File: config.mk
export PLATFORM = sky130hd
export DESIGN_NAME = cordic_req_arbiter
export DESIGN_NICKNAME = d
export VERILOG_FILES = /design/src/rtl/cordic_pkg.sv /design/src/rtl/cordic_rr_arbiter.sv /design/src/rtl/cordic_req_arbiter.sv
export SDC_FILE = /design/constraint.sdc
export NUM_CORES = 1
export LEC_CHECK = 0
export CAP_MARGIN = 25
export CORE_MARGIN = 2
export CORE_UTILIZATION = 43
export CTS_CLUSTER_DIAMETER = 200
export DETAILED_ROUTE_END_ITERATION = 7
export PLACE_DENSITY_LB_ADDON = 0.1
export SETUP_SLACK_MARGIN = 0.15
export SLEW_MARGIN = 25
export SYNTH_ARGS = -nofsm -noshare
export SYNTH_HDL_FRONTEND = slang
export SYNTH_SLANG_ARGS = --single-unit
File: constraint.sdc
create_clock -name clk -period 4.5 [get_ports clk]
set_input_delay 0.45 -clock clk [delete_from_list [all_inputs] [get_ports clk]]
set_output_delay 0.45 -clock clk [all_outputs]
set_load 0.02 [all_outputs]
File: src/rtl/cordic_pkg.sv
// Shared CORDIC definitions: data width default, Q7.8 format constants,
// clog2 helper and the tag pipe entry type.
package cordic_pkg;

  localparam int CORDIC_DATA_WIDTH = 16;
  localparam int Q_INT_BITS        = 7;
  localparam int Q_FRAC_BITS       = 8;
  localparam logic signed [15:0] Q_ONE = 16'sh0100;

  // Widest requester ID needed for up to 8 requesters.
  localparam int TAG_ID_W = 3;

  function automatic int clog2(input int v);
    int r;
    r = 0;
    while ((1 << r) < v) r++;
    return r;
  endfunction

  typedef struct packed {
    logic                valid;
    logic [TAG_ID_W-1:0] id;
  } tag_t;

endpackage

File: src/rtl/cordic_rr_arbiter.sv
// NUM_REQ-wide grant with rotating priority pointer.
// Build with CORDIC_ARB_FIXED_PRIORITY_EN for fixed lowest-index priority.
module cordic_rr_arbiter #(
  parameter int NUM_REQ = 2,
  parameter int IDX_W   = 1
) (
  input  logic               clk,
  input  logic               rst_n,
  input  logic               en_i,
  input  logic [NUM_REQ-1:0] req_i,
  input  logic               fire_i,
  output logic [NUM_REQ-1:0] gnt_o,
  output logic [IDX_W-1:0]   gnt_idx_o
);

`ifdef CORDIC_ARB_FIXED_PRIORITY_EN
  logic unused_rr;
  assign unused_rr = clk ^ rst_n ^ fire_i;

  // Scan high to low so the lowest requesting index is written last.
  always_comb begin
    logic [IDX_W-1:0] ii;
    gnt_o     = '0;
    gnt_idx_o = '0;
    ii        = '0;
    if (en_i) begin
      for (int i = NUM_REQ-1; i >= 0; i--) begin
        ii = IDX_W'(i);
        if (req_i[ii]) begin
          gnt_o     = '0;
          gnt_o[ii] = 1'b1;
          gnt_idx_o = ii;
        end
      end
    end
  end
`else
  logic [IDX_W-1:0] ptr_q, ptr_d;

  // ptr_q is the highest-priority index; scan ptr+N-1 down to ptr so
  // the request closest to the pointer is written last.
  always_comb begin
    int               j;
    logic [IDX_W-1:0] jj;
    gnt_o     = '0;
    gnt_idx_o = '0;
    j         = 0;
    jj        = '0;
    if (en_i) begin
      for (int k = NUM_REQ-1; k >= 0; k--) begin
        j = int'(ptr_q) + k;
        if (j >= NUM_REQ) j = j - NUM_REQ;
        jj = IDX_W'(j);
        if (req_i[jj]) begin
          gnt_o     = '0;
          gnt_o[jj] = 1'b1;
          gnt_idx_o = jj;
        end
      end
    end
  end

  always_comb begin
    ptr_d = ptr_q;
    if (fire_i)
      ptr_d = (int'(gnt_idx_o) == NUM_REQ-1) ? '0 : gnt_idx_o + 1'b1;
  end

  always_ff @(posedge clk or negedge rst_n) begin
    if (!rst_n) ptr_q <= '0;
    else        ptr_q <= ptr_d;
  end
`endif

endmodule

File: src/rtl/cordic_req_arbiter.sv
// Shares one fixed-latency CORDIC pipeline between NUM_REQ requesters and
// routes results back by tag. CORDIC_ARB_FIXED_PRIORITY_EN selects fixed priority.
module cordic_req_arbiter
  import cordic_pkg::*;
#(
  parameter int NUM_REQ      = 2,
  parameter int DATA_WIDTH   = CORDIC_DATA_WIDTH,
  parameter int PIPE_LATENCY = 8,
  parameter int MAX_INFLIGHT = 8,
  parameter int TAG_WIDTH    = (clog2(NUM_REQ) < 1) ? 1 : clog2(NUM_REQ),
  localparam int CNT_W       = clog2(MAX_INFLIGHT + 1)
) (
  input  logic                          clk,
  input  logic                          rst_n,
  input  logic [NUM_REQ-1:0]            req_valid,
  output logic [NUM_REQ-1:0]            req_ready,
  input  logic [NUM_REQ*DATA_WIDTH-1:0] req_x,
  input  logic [NUM_REQ*DATA_WIDTH-1:0] req_y,
  input  logic [NUM_REQ*DATA_WIDTH-1:0] req_degree,
  input  logic [NUM_REQ-1:0]            req_arctan_en,
  output logic                          core_valid_in,
  output logic [DATA_WIDTH-1:0]         core_x_in,
  output logic [DATA_WIDTH-1:0]         core_y_in,
  output logic [DATA_WIDTH-1:0]         core_degree_in,
  output logic                          core_arctan_en_in,
  input  logic                          core_valid_out,
  input  logic [DATA_WIDTH-1:0]         core_x_out,
  input  logic [DATA_WIDTH-1:0]         core_y_out,
  input  logic [DATA_WIDTH-1:0]         core_degree_out,
  output logic [NUM_REQ-1:0]            rsp_valid,
  output logic [DATA_WIDTH-1:0]         rsp_x,
  output logic [DATA_WIDTH-1:0]         rsp_y,
  output logic [DATA_WIDTH-1:0]         rsp_degree,
  output logic [CNT_W-1:0]              inflight,
  output logic                          err_orphan
);

  logic [NUM_REQ-1:0]    gnt;
  logic [TAG_WIDTH-1:0]  gnt_idx;
  logic                  can_issue, fire;
  logic [DATA_WIDTH-1:0] x_a [NUM_REQ];
  logic [DATA_WIDTH-1:0] y_a [NUM_REQ];
  logic [DATA_WIDTH-1:0] d_a [NUM_REQ];

  logic                  cv_q;
  logic [DATA_WIDTH-1:0] cx_q, cy_q, cd_q;
  logic                  ca_q;
  tag_t                  tag_q [PIPE_LATENCY+1];
  tag_t                  tail, tag_in;
  logic                  ret, orphan;
  logic [NUM_REQ-1:0]    rsp_valid_q, rsp_valid_d;
  logic [DATA_WIDTH-1:0] rx_q, ry_q, rd_q;
  logic [CNT_W-1:0]      inflight_q, inflight_d;
  logic                  err_q;

  for (genvar i = 0; i < NUM_REQ; i++) begin : g_unpack
    assign x_a[i] = req_x[i*DATA_WIDTH +: DATA_WIDTH];
    assign y_a[i] = req_y[i*DATA_WIDTH +: DATA_WIDTH];
    assign d_a[i] = req_degree[i*DATA_WIDTH +: DATA_WIDTH];
  end

  assign can_issue = (inflight_q < CNT_W'(MAX_INFLIGHT));
  assign fire      = |(gnt & req_valid);
  assign req_ready = gnt;

  cordic_rr_arbiter #(
    .NUM_REQ (NUM_REQ),
    .IDX_W   (TAG_WIDTH)
  ) u_arb (
    .clk       (clk),
    .rst_n     (rst_n),
    .en_i      (can_issue),
    .req_i     (req_valid),
    .fire_i    (fire),
    .gnt_o     (gnt),
    .gnt_idx_o (gnt_idx)
  );

  always_comb begin
    tag_in       = '0;
    tag_in.valid = fire;
    if (fire) tag_in.id[TAG_WIDTH-1:0] = gnt_idx;
  end

  // The tail lines up with the core's valid_out for the same operation.
  assign tail   = tag_q[PIPE_LATENCY];
  assign ret    = core_valid_out && tail.valid;
  assign orphan = core_valid_out ^ tail.valid;

  always_comb begin
    for (int i = 0; i < NUM_REQ; i++)
      rsp_valid_d[i] = ret && (tail.id == TAG_ID_W'(i));
  end

  always_comb begin
    logic inc, dec;
    inc        = fire && (inflight_q != CNT_W'(MAX_INFLIGHT));
    dec        = (|rsp_valid_q) && (inflight_q != '0);
    inflight_d = inflight_q;
    if (inc && !dec)      inflight_d = inflight_q + 1'b1;
    else if (dec && !inc) inflight_d = inflight_q - 1'b1;
  end

  always_ff @(posedge clk or negedge rst_n) begin
    if (!rst_n) begin
      cv_q        <= 1'b0;
      cx_q        <= '0;
      cy_q        <= '0;
      cd_q        <= '0;
      ca_q        <= 1'b0;
      for (int i = 0; i <= PIPE_LATENCY; i++) tag_q[i] <= '0;
      rsp_valid_q <= '0;
      rx_q        <= '0;
      ry_q        <= '0;
      rd_q        <= '0;
      inflight_q  <= '0;
      err_q       <= 1'b0;
    end else begin
      cv_q <= fire;
      if (fire) begin
        cx_q <= x_a[gnt_idx];
        cy_q <= y_a[gnt_idx];
        cd_q <= d_a[gnt_idx];
        ca_q <= req_arctan_en[gnt_idx];
      end
      tag_q[0] <= tag_in;
      for (int i = 1; i <= PIPE_LATENCY; i++) tag_q[i] <= tag_q[i-1];
      rsp_valid_q <= rsp_valid_d;
      if (ret) begin
        rx_q <= core_x_out;
        ry_q <= core_y_out;
        rd_q <= core_degree_out;
      end
      inflight_q <= inflight_d;
      err_q      <= err_q | orphan;
    end
  end

  assign core_valid_in     = cv_q;
  assign core_x_in         = cx_q;
  assign core_y_in         = cy_q;
  assign core_degree_in    = cd_q;
  assign core_arctan_en_in = ca_q;
  assign rsp_valid         = rsp_valid_q;
  assign rsp_x             = rx_q;
  assign rsp_y             = ry_q;
  assign rsp_degree        = rd_q;
  assign inflight          = inflight_q;
  assign err_orphan        = err_q;

endmodule

==> results.md, run 1 <==
- GRT Overall Usage: 0.239
- Area Overhead vs Synth: 63.7%
- Die width: 113 um
- Status: finished, violations left
- Count of final setup violators: 0
- TritonCTS buffer count: 17
- Share of layout cells above drive strength 1: 0.124
- Logic pwr share: 0.460
- Diodes inserted: 0
- Worst-Skew Late Latency: 400 ps
- Fillers: 829
- Static Leak: 3.34 nW
- Clock power share: 0.234
- Via density: 5.28
- Slew @ Worst Pin: 952 ps
- Fin util: 0.727
- Final wirelength: 15.0 mm
- Register area: 3080 um^2
- Max Root-Sink Buffers: 2
- Critical Path End Type: output pin
- DP Wirelength: 10.4 mm
- Ports: 258
- Std-Cell Rows: 39
- Required @ worst endpoint: 4050 ps
- Routed wire per std cell: 17.8 um
- Largest net degree at the start of global routing: 100
- Final hold slack: 49.1 ps
- Fin Setup TNS: 0 ps
- Num Clock Sinks: 123
- CP Class: in2out
- Top_reg_cell synth: dfrtp_1
- Final Hold Viols: 0
- First-pass GRT wire length: 23.7 mm
- Total iterations of the first detailed-routing run: 8
- Register area share after synthesis: 0.602
- CTS resizes: 0
- Buffers on Ports: 257
- Sequential fraction of design power: 0.306
- Syn Area/Cell: 11.5 um^2
- Int Pwr: 0.00403 W
- RSZ-0062 raised after global routing: false
- Chip height: 113 um
- Fmax: 339 MHz
- Worst EP arrival: 2500 ps
- # DRC: 19
- Skew final: 6.59 ps
- Cell area after layout: 8380 um^2
- Area of the multi-input gates: 1850 um^2
- Net Sw Power: 0.00220 W
- Setup Fix Bufs, Post-CTS: 0
- Number of enable flip-flop cells after synthesis: 0
- Final WS setup: 1550 ps
- Mapped Cells: 446
- Worst VDD drop: 377 uV
- CTS tree: done
- Clock-pin slew on the worst setup and hold paths: 50 ps
- Cts hold-fix bufs: 0
- Worst-path fanout max: 52
- Grt ovf: 0
- Asr flop ratio synth: 1.00
- Final Cycle Share: 0.656
- Synth cell types: 32
- #FFs+latches synth: 123
- Final min period: 2950 ps
- Max-slew violations: 0
- Max-cap viol count: 0
- Post-route ant nets: 0
- Placed standard-cell area: 7690 um^2
- Initial antenna violation count: 0
- Final GP Congestion: 0.832
- Pre-CTS WS: 1600 ps
- Syn Nets: 602
- R2R cell count: 8
- Slew HR: 0.365
- Via count of the first global-routing pass: 4535
- Core Region: 11500 um^2
- Failing checks: DRC
- Class of the most critical hold timing path: in2async
- Reg2reg start: inflight[3]
- Syn. warnings: 0
- Switching share of power: 0.353
- Initial DRC Count: 366
- Power per cell area: 744 nW/um^2
- H-tree Lvls: 4
- Crit. Startpoint: req_valid[1]
- Clk root buf: clkbuf_16
- Initial Utilization: 0.444
- Via count: 4447
- Final net count: 844
- Synthesized area: 5110 um^2
- Crit start category: primary input
- Area of the die: 12800 um^2
-- Yosys cell counts, types with 2 or more instances --
library cell  count  area share
dfrtp_1         123        0.60
nand3_1          51       0.050
nor2_1           51       0.037
a31oi_1          49       0.060
mux2_2           49        0.11
o21ai_0          46       0.045
buf_2            19       0.019
clkbuf_1          9      0.0066
o21ai_1           6      0.0059
buf_6             4      0.0088
clkbuf_2          4      0.0039
ha_1              4      0.0098
a21oi_1           3      0.0029
nand2_1           3      0.0022
and2b_1           2      0.0029
buf_4             2      0.0029
nand2b_1          2      0.0024
o211ai_1          2      0.0029
o21ba_2           2      0.0039
or4_1             2      0.0029
xnor2_1           2      0.0034
-- cell usage in the layout (no fill, tap or decap), types with 5 or more instances in the layout --
cell and n:
clkdlybuf4s50_1 256, dfrtp_1 123, nor2_1 51, nand3_1 51, mux2_2 49, a31oi_1 49, o21ai_0 46, clkbuf_16 17
o21ai_1 6, bufinv_16 5
-- flip-flops by register name, summed over array words and instances (netlist names), 2 cells and up --
signal	count
core_x_in	16
rsp_valid	2
rsp_x	16
tag_q	18
rsp_degree	16
core_y_in	16
inflight	4
rsp_y	16
core_degree_in	16
-- power by group through the flow --
stage,Clock (W),Sequential [W],Combinational (W)
detailed placement,0,0.00192,0.00284
global route,0.00153,0.00198,0.00305
finish,0.00146,0.00191,0.00287
global placement,0,0.00189,0.00279
floorplan,0,0.00247,0.000959
CTS,0.00148,0.00191,0.00286
-- layout make-up --
cell class,count,share of cell area
sequential,123,0.367
timing repair buffer,261,0.315
multi-input combinational,284,0.220
clock buffer,23,0.0559
tap,143,0.0214
clock inverter,7,0.0196
inverter,1,0.000448
-- worst paths after layout --
check,slack (ps),end
min,50,core_x_in[11]
max reg2reg,1720,inflight[3]
min in group clk,350,tag_q[15]
max in group asynchronous,3330,core_degree_in[7]
min reg2reg,350,tag_q[15]
max,1550,req_ready[1]
-- layer usage --
metal  GRT usage  part of all wire
met1       0.295              0.39
met5           0                 0
met4      0.0772             0.017
met2       0.396              0.50
met3      0.0814             0.098
-- per-stage QoR --
stage	cells	power [W]
global placement	810	0.00468
finish	842	0.00623
global route	842	0.00657
detailed placement	810	0.00477
CTS	840	0.00625
floorplan	446	0.00343
-- critical path: stages --
cell and delay [ps]:
clkdlybuf4s50_1 570, nand2b_2 530, nor2_1 270, clkdlybuf4s50_1 630
-- kinds of logic (layout without fill, tap and decap cells) --
group / count (synthesis) / after routing / synth area share
DFF: 123 / 123 / 0.602
and+or+nand+nor: 118 / 118 / 0.107
AOI/OAI and AO/OA: 109 / 109 / 0.123
muxes: 50 / 50 / 0.110
buffers and inverters: 39 / 292 / 0.0416
adders and majority gates: 5 / 5 / 0.0137
xor gates and xnor gates: 2 / 2 / 0.00343
Power figures use the tool's default switching activity.
==> run 2: changes to the inputs <==
CORE_UTILIZATION = 40   (was 43)
clock period = 3.1 ns   (was 4.5 ns; I/O delays follow)
==> results.md, run 2 (synthesis results as in run 1) <==
- Status: completed
- Static Leak: 3.35 nW
- Clock power share: 0.220
- Initial antenna violation count: 0
- Worst-path fanout max: 10
- Diodes inserted: 0
- Ports: 258
- Worst VDD drop: 448 uV
- Core Region: 12600 um^2
- Power per cell area: 1060 nW/um^2
- Max-cap viol count: 0
- Net Sw Power: 0.00325 W
- Post-route ant nets: 0
- Skew final: 5.48 ps
- # DRC: 0
- TritonCTS buffer count: 17
- Class of the most critical hold timing path: reg2reg
- Buffers & Inverters on Critical Path: 1
- Required @ worst endpoint: 3390 ps
- Worst-Skew Late Latency: 420 ps
- Initial DRC Count: 277
- Chip height: 117 um
- DP Wirelength: 10.9 mm
- Most common cell after layout, fill and taps aside: clkdlybuf4s50_1
- Critical Path End Type: flop
- Via count: 4431
- Slew @ Worst Pin: 722 ps
- Fmax: 358 MHz
- Sequential fraction of design power: 0.310
- Routed wire per std cell: 17.6 um
- CTS tree: done
- Final Hold Viols: 0
- Logic pwr share: 0.470
- CP cell instances: or4_1 > o21ai_0 > ha_1 > inv_1 > ha_1 > or4_1 > o211ai_1 > o211ai_1
- Crit start category: flop
- First-pass GRT wire length: 22.6 mm
- Commonest cells after routing, fill and taps aside: 256 x clkdlybuf4s50_1, 123 x dfrtp_1, 51 x nor2_1, 51 x nand3_1
- Worst EP arrival: 3090 ps
- Final wirelength: 15.5 mm
- Max-slew violations: 0
- GRT Overall Usage: 0.220
- Switching share of power: 0.364
- CP top delay family: simple AND/OR/NAND/NOR gates
- Std-Cell Rows: 41
- Max Root-Sink Buffers: 2
- H-tree Lvls: 4
- Num Clock Sinks: 123
- Area of the die: 13700 um^2
- Slew HR: 0.519
- Final net count: 849
- Fin Setup TNS: 0 ps
- Buffers on Ports: 257
- Int Pwr: 0.00567 W
- Area Overhead vs Synth: 64.8%
- Final min period: 2800 ps
- Via density: 5.05
- Grt ovf: 0
- Placed standard-cell area: 7790 um^2
- Share of layout cells above drive strength 1: 0.136
- Die width: 117 um
- Cell area after layout: 8430 um^2
- Top reg by flops: tag_q
- R2R setup slack: 300 ps
- Largest net degree at the start of global routing: 69
- Clk root buf: clkbuf_16
- Total iterations of the first detailed-routing run: 4
- RSZ-0062 raised after global routing: false
- Number of flip-flops in the largest register: 18
- Total Power: 0.00892 W
- Final Cycle Share: 0.902
- Count of final setup violators: 0
- Setup Fix Bufs, Post-CTS: 0
- Via count of the first global-routing pass: 4319
- Slowest stage cell, crit path: or4_1
- Final GP Congestion: 0.829
- CP Class: reg2reg
- Clock-pin slew on the worst setup and hold paths: 60 ps
- Initial Utilization: 0.407
- CP peak stage delay: 580 ps
[run 2: cell types whose count changed in the layout (fill, tap and decap cells not counted), moves of 3 or more]
cell        previous run  this run
bufinv_16              5         2
clkinvlp_4             0         4
clkbuf_1               4         1
buf_4                  2         5
[run 2: final timing paths]
kind	startpoint	endpoint	depth (start not counted)
setup / recovery	inflight[3]	inflight[3]	8
hold / removal	tag_q[15]	tag_q[11]	0
setup reg to reg	inflight[3]	inflight[3]	8
hold reg to reg	tag_q[15]	tag_q[11]	0
max in group asynchronous	rst_n	core_degree_in[5]	3
min in group asynchronous	rst_n	core_x_in[9]	2
[run 2: power by group through the flow]
stage	Clock, W	Sequential (W)	Combinational (W)
floorplan	0	0.00359	0.00139
detailed placement	0	0.00279	0.00420
global placement	0	0.00274	0.00412
global route	0.00208	0.00286	0.00448
CTS	0.00199	0.00278	0.00422
finish	0.00197	0.00276	0.00419
[run 2: metal layers]
layer	track usage	vias to the layer above	part of all wire	routed length (um)
met3	0.0963	24	0.11	1650
li1	-	2088	-	-
met2	0.373	188	0.49	7630
met5	0	-	0	0
met4	0.0871	0	0.021	332
met1	0.245	2131	0.38	5850
[run 2: cell type report]
type / instances / area [um^2]
Timing Repair Buffer: 266 / 2700
Fill cell: 983 / 4140
Multi-Input combinational cell: 284 / 1840
Sequential cell: 123 / 3080
Tap cell: 172 / 215
Clock inverter: 10 / 114
Clock buffer: 22 / 484
Inverter: 1 / 3.75
[run 2: per-stage QoR]
step                utilization  cells  setup slack (ps)  hold slack [ps]
floorplan                     -    446               553             14.4
global placement          0.620    844               506              333
detailed placement        0.620    844               347              335
CTS                       0.668    877               315              346
global route              0.671    878               173              357
finish                    0.671    878               304              343
[run 2: repair_timing]
action / in CTS / in global routing
hold buffers: 1 / 0
setup endpoints to repair: 0 / 0
resized for setup: 0 / 0
endpoints found under the hold margin: 55 / 0
==> run 3: changes to the inputs <==
--- a/config.mk
+++ b/config.mk
@@ -10,3 +10,2 @@
 export CORE_UTILIZATION = 40
-export CTS_CLUSTER_DIAMETER = 200
 export DETAILED_ROUTE_END_ITERATION = 7
==> constraint.sdc (replaced) <==
create_clock -name clk -period 3.1 [get_ports clk]
set_input_delay 0.465 -clock clk [delete_from_list [all_inputs] [get_ports clk]]
set_output_delay 0.465 -clock clk [all_outputs]
set_load 0.02 [all_outputs]
==> results.md, run 3 (synthesis results as in run 1) <==
- Max-cap viol count: 0
- Clock-pin slew on the worst setup and hold paths: 60 ps
- Power per cell area: 1060 nW/um^2
- Skew final: 7.66 ps
- Area Overhead vs Synth: 63.6%
- Buffers on Ports: 257
- Diodes inserted: 0
- CTS tree: done
- Number of flip-flops in the largest register: 18
- Num Clock Sinks: 123
- Crit start category: flop
- R2R setup slack: 310 ps
- Final net count: 848
- Critical Path End Type: flop
- Fillers: 994
- Via count of the first global-routing pass: 4409
- Final WS setup: 310 ps
- Max-slew violations: 0
- Final Hold Viols: 0
- Die width: 117 um
- Area of the die: 13700 um^2
- Slew @ Worst Pin: 573 ps
- Routed wire per std cell: 17.7 um
- Initial antenna violation count: 0
- Ports: 258
- Fmax: 358 MHz
- # DRC: 0
- Clk root buf: clkbuf_16
- Total iterations of the first detailed-routing run: 4
- Worst-path fanout max: 10
- H-tree Lvls: 4
- Worst VDD drop: 598 uV
- Final min period: 2790 ps
- TritonCTS buffer count: 17
- Share of layout cells above drive strength 1: 0.132
- Commonest cells after routing, fill and taps aside: 256 x clkdlybuf4s50_1, 123 x dfrtp_1, 51 x nor2_1, 51 x nand3_1
- CP endpoint: inflight[3]
- Worst EP arrival: 3070 ps
- Std-Cell Rows: 41
- R2R cell count: 8
- Area of the multi-input gates: 1840 um^2
- Status: completed
- Reg2reg start: inflight[3]
- Pre-CTS WS: 289 ps
- CTS resizes: 0
- Most common cell after layout, fill and taps aside: clkdlybuf4s50_1
- Static Leak: 3.33 nW
- Dpl cells: 845
- Crit. Startpoint: inflight[3]
- Final wirelength: 15.5 mm
- GRT Overall Usage: 0.226
- Cts hold-fix bufs: 0
- Initial Utilization: 0.407
- Top reg by flops: tag_q
- Chip height: 117 um
- Register area: 3080 um^2
- RSZ-0062 raised after global routing: false
- Via density: 5.08
- Largest net degree at the start of global routing: 67
- Total Power: 0.00884 W
- Class of the most critical hold timing path: in2async
- Required @ worst endpoint: 3380 ps
- Fin Setup TNS: 0 ps
- Worst-Skew Late Latency: 400 ps
- Setup Fix Bufs, Post-CTS: 0
- Fin util: 0.666
- Final Non-Filler Cells: 875
- First-pass GRT wire length: 23.5 mm
- Via count: 4447
- Slew HR: 0.618
- Core Region: 12600 um^2
- CP Class: reg2reg
- Max Root-Sink Buffers: 2
- Initial DRC Count: 272
- Grt ovf: 0
- Count of final setup violators: 0
- Crit Reg-Reg Endpoint: inflight[3]
- DP Wirelength: 10.8 mm
- Final GP Congestion: 0.751
- Final Cycle Share: 0.900
- Post-route ant nets: 0
==> run 3: final cells by class <==
class                   instances  area share
flip-flops and latches        123       0.368
repair buffers                265       0.319
multi-input cells             284       0.219
clock buffers                  22      0.0567
well taps                     172      0.0257
clock inverters                 8      0.0112
inverters                       1    0.000448
==> run 3: metal layers <==
layer,vias up,routed length [um],global-route usage
li1,2094,-,-
met1,2153,6350,0.282
met2,184,7500,0.370
met3,16,1360,0.0747
met4,0,244,0.0831
met5,-,0,0
==> run 3: critical path, stage by stage, from the launching register on <==
cell and delay [ps]:
dfrtp_1 460, or4_1 560, o21ai_0 130, ha_1 300, inv_1 130, ha_1 370
or4_1 500, o211ai_1 110, o211ai_1 100
==> run 3: worst min-delay path by stage <==
stage             start           endpoint  depth (start not counted)
2_1_floorplan     rst_n  core_arctan_en_in                          0
3_3_place_gp   tag_q[7]           tag_q[3]                          0
3_5_place_dp   tag_q[7]           tag_q[3]                          0
4_1_cts           rst_n       core_x_in[9]                          1
5_1_grt           rst_n       core_x_in[9]                          1
6_report          rst_n       core_x_in[9]                          1
==> run 3: power by group <==
| part | total, W | internal, W | switching, W |
|---|---|---|---|
| Clock | 0.00191 | 0.00123 | 0.000676 |
| Combinational | 0.00416 | 0.00202 | 0.00214 |
| Sequential | 0.00277 | 0.00236 | 0.000408 |
| Total | 0.00884 | 0.00562 | 0.00322 |
==> run 3: through the flow <==
step / area, um^2 / hold slack (ps)
global route: 8370 / 76.5
detailed placement: 7800 / 336
finish: 8370 / 39.4
global placement: 7800 / 335
CTS: 8370 / 59.4
floorplan: 5110 / 169
